--- src/rtl/tft_console.sv ---
// ----------------------------------------------------------------------------
// tft_console
//
// Text-terminal writer for the TFT text memory (COLS x ROWS character cells,
// 8-bit codes). Accepts a byte stream over valid/ready, keeps a cursor,
// interprets a small set of control codes and drives the write-only text
// memory port feeding the TFT display controller.
//
// Ports
//   clk              system clock
//   reset            asynchronous assert, active-low reset
//   char_valid       char_data is valid
//   char_data[7:0]   character or control code
//   char_ready       block accepts char_data this cycle (combinational)
//   clear_req        one-cycle request: clear screen and home the cursor
//   text_write_en    text memory write strobe (registered)
//   text_write_addr  text memory address = row*COLS+col (registered)
//   text_write_data  text memory write data (registered)
//   cursor_col[6:0]  current cursor column, 0..COLS-1
//   cursor_row[4:0]  current cursor row, 0..ROWS-1
//   busy             a clear sequence is in progress (state != IDLE)
//
// Control codes
//   0x20..0x7E  printable: written at cursor, cursor advances
//   0x0A LF     column 0, next row (no write)
//   0x0D CR     column 0 (no write)
//   0x08 BS     column-1 and blank that cell; no-op at column 0
//   0x0C FF     clear screen, same as clear_req
//   others      accepted and dropped
//
// Build option
//   TFT_CONSOLE_CLEAR_ROW_EN  when defined, every row advance blanks the
//                             newly entered row (CLR_ROW state). When not
//                             defined the cursor simply moves.
// ----------------------------------------------------------------------------
module tft_console #(
  parameter int         COLS      = 80,
  parameter int         ROWS      = 32,
  parameter int         ADDR_W    = 12,
  parameter logic [7:0] FILL_CHAR = 8'h20
) (
  input  logic              clk,
  input  logic              reset,
  input  logic              char_valid,
  input  logic [7:0]        char_data,
  output logic              char_ready,
  input  logic              clear_req,
  output logic              text_write_en,
  output logic [ADDR_W-1:0] text_write_addr,
  output logic [7:0]        text_write_data,
  output logic [6:0]        cursor_col,
  output logic [4:0]        cursor_row,
  output logic              busy
);

  localparam logic [ADDR_W-1:0] LAST_ADDR = ADDR_W'(COLS * ROWS - 1);
  localparam logic [6:0]        LAST_COL  = 7'(COLS - 1);
  localparam logic [4:0]        LAST_ROW  = 5'(ROWS - 1);

`ifdef TFT_CONSOLE_CLEAR_ROW_EN
  typedef enum logic [1:0] {IDLE, CLR_ALL, CLR_ROW} state_t;
`else
  typedef enum logic [1:0] {IDLE, CLR_ALL} state_t;
`endif

  state_t              state_reg, state_next;
  logic [6:0]          col_reg, col_next;
  logic [4:0]          row_reg, row_next;
  logic                we_reg, we_next;
  logic [ADDR_W-1:0]   addr_reg, addr_next;
  logic [7:0]          data_reg, data_next;
  // Clear sequencer: next address to emit, last address of the run, and a
  // flag set once the last address has been emitted (the state then returns
  // to IDLE on the following edge, so busy covers exactly the write cycles).
  logic [ADDR_W-1:0]   clr_addr_reg, clr_addr_next;
  logic [ADDR_W-1:0]   clr_last_reg, clr_last_next;
  logic                clr_done_reg, clr_done_next;

  logic                accept;
  logic                printable;
  logic [4:0]          row_adv;
  logic [ADDR_W-1:0]   cur_addr;
`ifdef TFT_CONSOLE_CLEAR_ROW_EN
  logic [ADDR_W-1:0]   adv_base;
`endif

  assign accept    = char_valid && char_ready;
  assign printable = (char_data >= 8'h20) && (char_data <= 8'h7E);
  // Row advance wraps to the top; there is no scrolling.
  assign row_adv   = (row_reg == LAST_ROW) ? 5'd0 : row_reg + 5'd1;
  assign cur_addr  = ADDR_W'(row_reg) * ADDR_W'(COLS) + ADDR_W'(col_reg);
`ifdef TFT_CONSOLE_CLEAR_ROW_EN
  assign adv_base  = ADDR_W'(row_adv) * ADDR_W'(COLS);
`endif

  // --------------------------------------------------------------------------
  // State and datapath register
  // --------------------------------------------------------------------------
  always_ff @(posedge clk or negedge reset) begin
    if (!reset) begin
      state_reg    <= IDLE;
      col_reg      <= 7'd0;
      row_reg      <= 5'd0;
      we_reg       <= 1'b0;
      addr_reg     <= '0;
      data_reg     <= 8'h00;
      clr_addr_reg <= '0;
      clr_last_reg <= '0;
      clr_done_reg <= 1'b0;
    end else begin
      state_reg    <= state_next;
      col_reg      <= col_next;
      row_reg      <= row_next;
      we_reg       <= we_next;
      addr_reg     <= addr_next;
      data_reg     <= data_next;
      clr_addr_reg <= clr_addr_next;
      clr_last_reg <= clr_last_next;
      clr_done_reg <= clr_done_next;
    end
  end

  // --------------------------------------------------------------------------
  // Next-state and datapath logic
  // --------------------------------------------------------------------------
  always_comb begin
    state_next    = state_reg;
    col_next      = col_reg;
    row_next      = row_reg;
    we_next       = 1'b0;
    addr_next     = addr_reg;
    data_next     = data_reg;
    clr_addr_next = clr_addr_reg;
    clr_last_next = clr_last_reg;
    clr_done_next = clr_done_reg;

    case (state_reg)
      IDLE: begin
        if (clear_req || (accept && char_data == 8'h0C)) begin
          // Full clear: first write goes out with the triggering edge.
          state_next    = CLR_ALL;
          col_next      = 7'd0;
          row_next      = 5'd0;
          we_next       = 1'b1;
          addr_next     = '0;
          data_next     = FILL_CHAR;
          clr_addr_next = ADDR_W'(1);
          clr_last_next = LAST_ADDR;
          clr_done_next = (LAST_ADDR == '0);
        end else if (accept) begin
          if (printable) begin
            we_next   = 1'b1;
            addr_next = cur_addr;
            data_next = char_data;
            if (col_reg == LAST_COL) begin
              col_next = 7'd0;
              row_next = row_adv;
`ifdef TFT_CONSOLE_CLEAR_ROW_EN
              // The character's own write occupies this edge; the row clear
              // starts on the next one.
              state_next    = CLR_ROW;
              clr_addr_next = adv_base;
              clr_last_next = adv_base + ADDR_W'(COLS - 1);
              clr_done_next = 1'b0;
`endif
            end else begin
              col_next = col_reg + 7'd1;
            end
          end else begin
            case (char_data)
              8'h0A: begin
                col_next = 7'd0;
                row_next = row_adv;
`ifdef TFT_CONSOLE_CLEAR_ROW_EN
                state_next    = CLR_ROW;
                we_next       = 1'b1;
                addr_next     = adv_base;
                data_next     = FILL_CHAR;
                clr_addr_next = adv_base + ADDR_W'(1);
                clr_last_next = adv_base + ADDR_W'(COLS - 1);
                clr_done_next = (COLS == 1);
`endif
              end
              8'h0D: col_next = 7'd0;
              8'h08: begin
                // Backspace never moves to the previous row.
                if (col_reg != 7'd0) begin
                  col_next  = col_reg - 7'd1;
                  we_next   = 1'b1;
                  addr_next = cur_addr - ADDR_W'(1);
                  data_next = FILL_CHAR;
                end
              end
              default: ;
            endcase
          end
        end
      end

      default: begin
        // CLR_ALL and CLR_ROW share the sequencer.
        if (clr_done_reg) begin
          state_next = IDLE;
        end else begin
          we_next       = 1'b1;
          addr_next     = clr_addr_reg;
          data_next     = FILL_CHAR;
          clr_addr_next = clr_addr_reg + ADDR_W'(1);
          clr_done_next = (clr_addr_reg == clr_last_reg);
        end
      end
    endcase
  end

  // --------------------------------------------------------------------------
  // Outputs
  // --------------------------------------------------------------------------
  always_comb begin
    char_ready = (state_reg == IDLE) && !clear_req;
    busy       = (state_reg != IDLE);
  end

  assign text_write_en   = we_reg;
  assign text_write_addr = addr_reg;
  assign text_write_data = data_reg;
  assign cursor_col      = col_reg;
  assign cursor_row      = row_reg;

endmodule
--- config.mk ---
export PLATFORM = sky130hd
export DESIGN_NAME = tft_console
export DESIGN_NICKNAME = d
export VERILOG_FILES = /design/src/rtl/tft_console.sv
export SDC_FILE = /design/constraint.sdc
export NUM_CORES = 1
export LEC_CHECK = 0
export CAP_MARGIN = 20
export CORE_AREA = 2 2 119 98
export DETAILED_ROUTE_END_ITERATION = 10
export DIE_AREA = 0 0 121 100
export SYNTH_ARGS = -nofsm -noshare
export SYNTH_HDL_FRONTEND = slang
export SYNTH_SLANG_ARGS = --single-unit
export TNS_END_PERCENT = 1
--- constraint.sdc ---
create_clock -name clk -period 7.15 [get_ports clk]
set_clock_uncertainty 0.2 [all_clocks]
set_input_delay 1.0725 -clock clk [delete_from_list [all_inputs] [get_ports clk]]
set_output_delay 1.0725 -clock clk [all_outputs]
set_load 0.02 [all_outputs]
==> key figures <==
Synth
  – Xor-xnor portion of the synthesized cell area: 7.558%
  – Mapped cell area: 3228 um2
  – Mapped Avg Cell Area: 8.563 um2
  – Adder-cell area share of the yosys netlist: 7.442%
  – FF+latch count, synth: 48
  – Largest family of logic cells by synthesized area: simple AND/OR/NAND/NOR gates
  – Sequential fraction of the synthesis area: 37.21%
  – Synthesized net count: 407
  – Synth Area in Compound Gates: 18.95%
  – Syn Inst Count: 377
  – Post-Synth Simple-Gate Area: 23.91%
  – Yosys warning count: 0
  – Library cells used by synthesis: 56
  – Post-synthesis mux area share: 0.3101%

Floorplan
  – Core region area: 11080 um2
  – Row count: 35
  – Die X: 121 um
  – Initial Util: 29.14%
  – IO Pins: 47
  – Die Y: around 100 um
  – Die area: 12100 um2

Global routing
  – Grt total ovfl: 0
  – GR Util All Layers: 14.02%
  – First-pass GRT wire length: 13570 um
  – Largest net degree at the start of global routing: 49
  – Initial antenna violation count: 0
  – Vias in the first global route: between 2000 and 3000

Cells and area
  – Fin cells: 563
  – Most frequent cells in the layout: dfrtp_1, nor2_1, clkdlybuf4s50_1
  – Commonest non-fill, non-tap cell in the layout: dfrtp_1
  – N_diodes: 0
  – Layout cells sized above 1: 6.265%
  – Net count, final: 444
  – Layout overhead on the synthesized area: 23.14%

Placement
  – RePlAce Congestion: 0.8558
  – Port Buffers: 46
  – Dpl hpwl: between 5000 and 6000 um
  – Placed cells: 555

Power and ir drop
  – Sw Ratio: 42.71%
  – NetSw: 622.4 uW
  – Pwr per Cell Area: around 370 nW/um2
  – P_leak: 1.644 nW
  – Worst vdd ir: 0.1252 mV
  – Seq pwr share: 32.4%
  – Clock power frac: 18.7%
  – Int Pwr: approximately 830 uW
  – Gate power share: between 40% and 50%

Timing
  – Final-report setup violation count: 0
  – Final Hold Viols: 0
  – Max Fclk: 0.2688 GHz
  – Slew headroom: 31.14%
  – Tcrit/Tclk final: between 50% and 60%
  – Measured slew at the worst slew-check pin: just over 1 ns
  – Max Slew Vio Count: 0
  – RSZ-0062 raised after global routing: false
  – Sum of negative setup slack: 0 ns
  – Final Critical Period: around 3.7 ns

Detailed routing
  – Via count: 2862
  – WL/cell: 14.55 um
  – Vias/cell: 5.083
  – DRC violations left: 0
  – DR iter-0 viols: 225
  – Antenna viol nets, final: 0
  – Final wirelength: 8192 um
  – TritonRoute pass-1 iters: 5

Critical path
  – Crit path max fanout: 32
  – Critical path's largest stage delay: 0.66 ns
  – Req. time, crit path: 7.13 ns
  – Reg2reg start: cursor_row[1]
  – CP Class: primary input to register
  – Worst r2r path cells: 10
  – Reg2Reg Setup Slack: 3.78 ns
  – Reg-to-Reg End: text_write_addr[11]
  – CP Capture Type: register
  – Sum of buffers and inverters on the critical path: 2
  – Top delay family on crit path: compound AO/OA/AOI/OAI gates
  – Data arrival, critical path: 3.70 ns
  – Cell Chain, Critical Path: clkdlybuf4s50_1, nor4b_2, a41o_1, a211oi_2, o21ai_2, buf_4, o311ai_1, o21a_1
  – Worst path slowest cell: a41o_1
  – CP startpoint kind: primary input

Job
  – Max cap viols: 0

Clocking
  – Max Buffers Root-to-Sink: 2
  – Cts hold-fix bufs: 0
  – Worst-Skew Late Latency: roughly 0.29 ns
  – Root Buffer: clkbuf_16
  – Post-CTS setup-driven buffer insertion count: 0
  – Reg clk slew, reported paths: 0.07 ns
  – Resized cells post-CTS: 0
  – CTS tree: built
  – Sinks on the clock net: 48
  – H-Tree Depth: 2
  – CTS Buf Count: 5

Hold path
  – Hold-critical path endpoint: text_write_data[7]
  – Worst hold path depth: 2
  – HP Start: text_write_data[7]
  – Type of the most critical hold path: register to register

Status
  – Outcome: complete, no violations
## layer usage
metal / track usage, % / vias up / share of wire (%)
met5: 0 / - / 0
met4: 4.114 / 0 / 1.0
met3: 3.295 / 10 / 6.2
met2: 19.84 / 80 / 41
met1: 21.05 / 1352 / 52
li1: - / 1420 / -
## cells by family (layout without fill, tap and decap cells)
family | Yosys count | after routing
AND/OR/NAND/NOR | 150 | 150
adder cells (fa/ha/maj) | 18 | 18
multiplexers | 1 | 1
XOR/XNOR | 27 | 27
AO/OA/AOI/OAI | 97 | 97
flip-flops | 48 | 48
buffers and inverters | 36 | 74
## worst register-to-register path, stage by stage (launching register included)
cell     delay, ns
dfrtp_1       0.46
ha_1          0.36
ha_1          0.22
fa_1          0.39
xor2_1        0.38
and3_1        0.24
o21ai_1       0.08
xor2_1        0.19
or4b_4        0.50
xnor2_2       0.16
o21ai_1       0.08
## worst max path at each step
stage                     cells past startpoint             endpoint          start
after floorplan                              10  text_write_addr[11]  cursor_row[1]
after global placement                        9  text_write_addr[11]   char_data[0]
after detailed placement                      8   text_write_addr[2]   char_data[0]
after CTS                                     8   text_write_addr[2]   char_data[0]
after global routing                          8   text_write_addr[2]   char_data[0]
final                                         8   text_write_addr[2]   char_data[0]
## power by group through the flow
stage               combinational, mW  clock [mW]  sequential (mW)
finish                          0.712       0.272            0.472
global route                    0.797       0.289            0.489
CTS                             0.717       0.279            0.472
detailed placement              0.709           0            0.476
global placement                0.697           0            0.473
floorplan                       0.456           0            0.488
## layout make-up
type | instances | area [um2]
well taps | 148 | 185.2
flip-flops and latches | 48 | 1201
clock buffers | 5 | 125.1
repair buffers | 48 | 470.5
multi-input cells | 293 | 1878
clock inverters | 3 | 47.55
inverters | 18 | 67.56
fillers | 1139 | 7104
## stage by stage
step	utilization [%]	hold WS, ns	power [mW]	worst slack (ns)	area (um2)
global route	35.88	0.3376	1.575	3.207	3975
detailed placement	34.32	0.3001	1.185	3.140	3802
CTS	35.88	0.3110	1.467	3.444	3975
floorplan	-	0.2643	0.9438	3.950	3228
global placement	34.32	0.2904	1.169	3.183	3802
finish	35.88	0.3011	1.457	3.430	3975
## cell usage after synthesis, drive strengths merged
library cell	instances	area, um2
a21oi	29	148.9
nor2	47	178.9
nor4	4	31.28
nor3b	2	15.01
o32ai	1	8.760
nand2	32	120.1
o221ai	1	15.01
nand3b	1	20.02
a41oi	2	17.52
a21o	2	15.01
nor3	13	70.07
and2	3	18.77
or2	2	12.51
or4b	1	13.76
clkbuf	6	22.52
mux2i	1	10.01
o22ai	1	6.260
o21ai	29	148.9
o21bai	1	7.510
nor4bb	1	10.01
dfrtp	48	1201
o311ai	2	17.52
a221o	1	10.01
o31ai	7	52.55
and4	1	8.760
nor4b	2	38.78
nand4	4	31.28
a211oi	2	20.02
o21a	2	15.01
xor2	12	105.1
nor2b	6	37.54
and3	3	18.77
and4b	1	10.01
xnor2	15	138.9
a41o	1	10.01
a22oi	7	52.55
fa	2	40.04
a2111oi	2	17.52
o221a	1	11.26
inv	18	67.56
nand3	26	130.1
buf	12	58.80
a31oi	6	37.54
nand2b	1	6.260
ha	16	200.2
(Power assumes the default switching activity.)
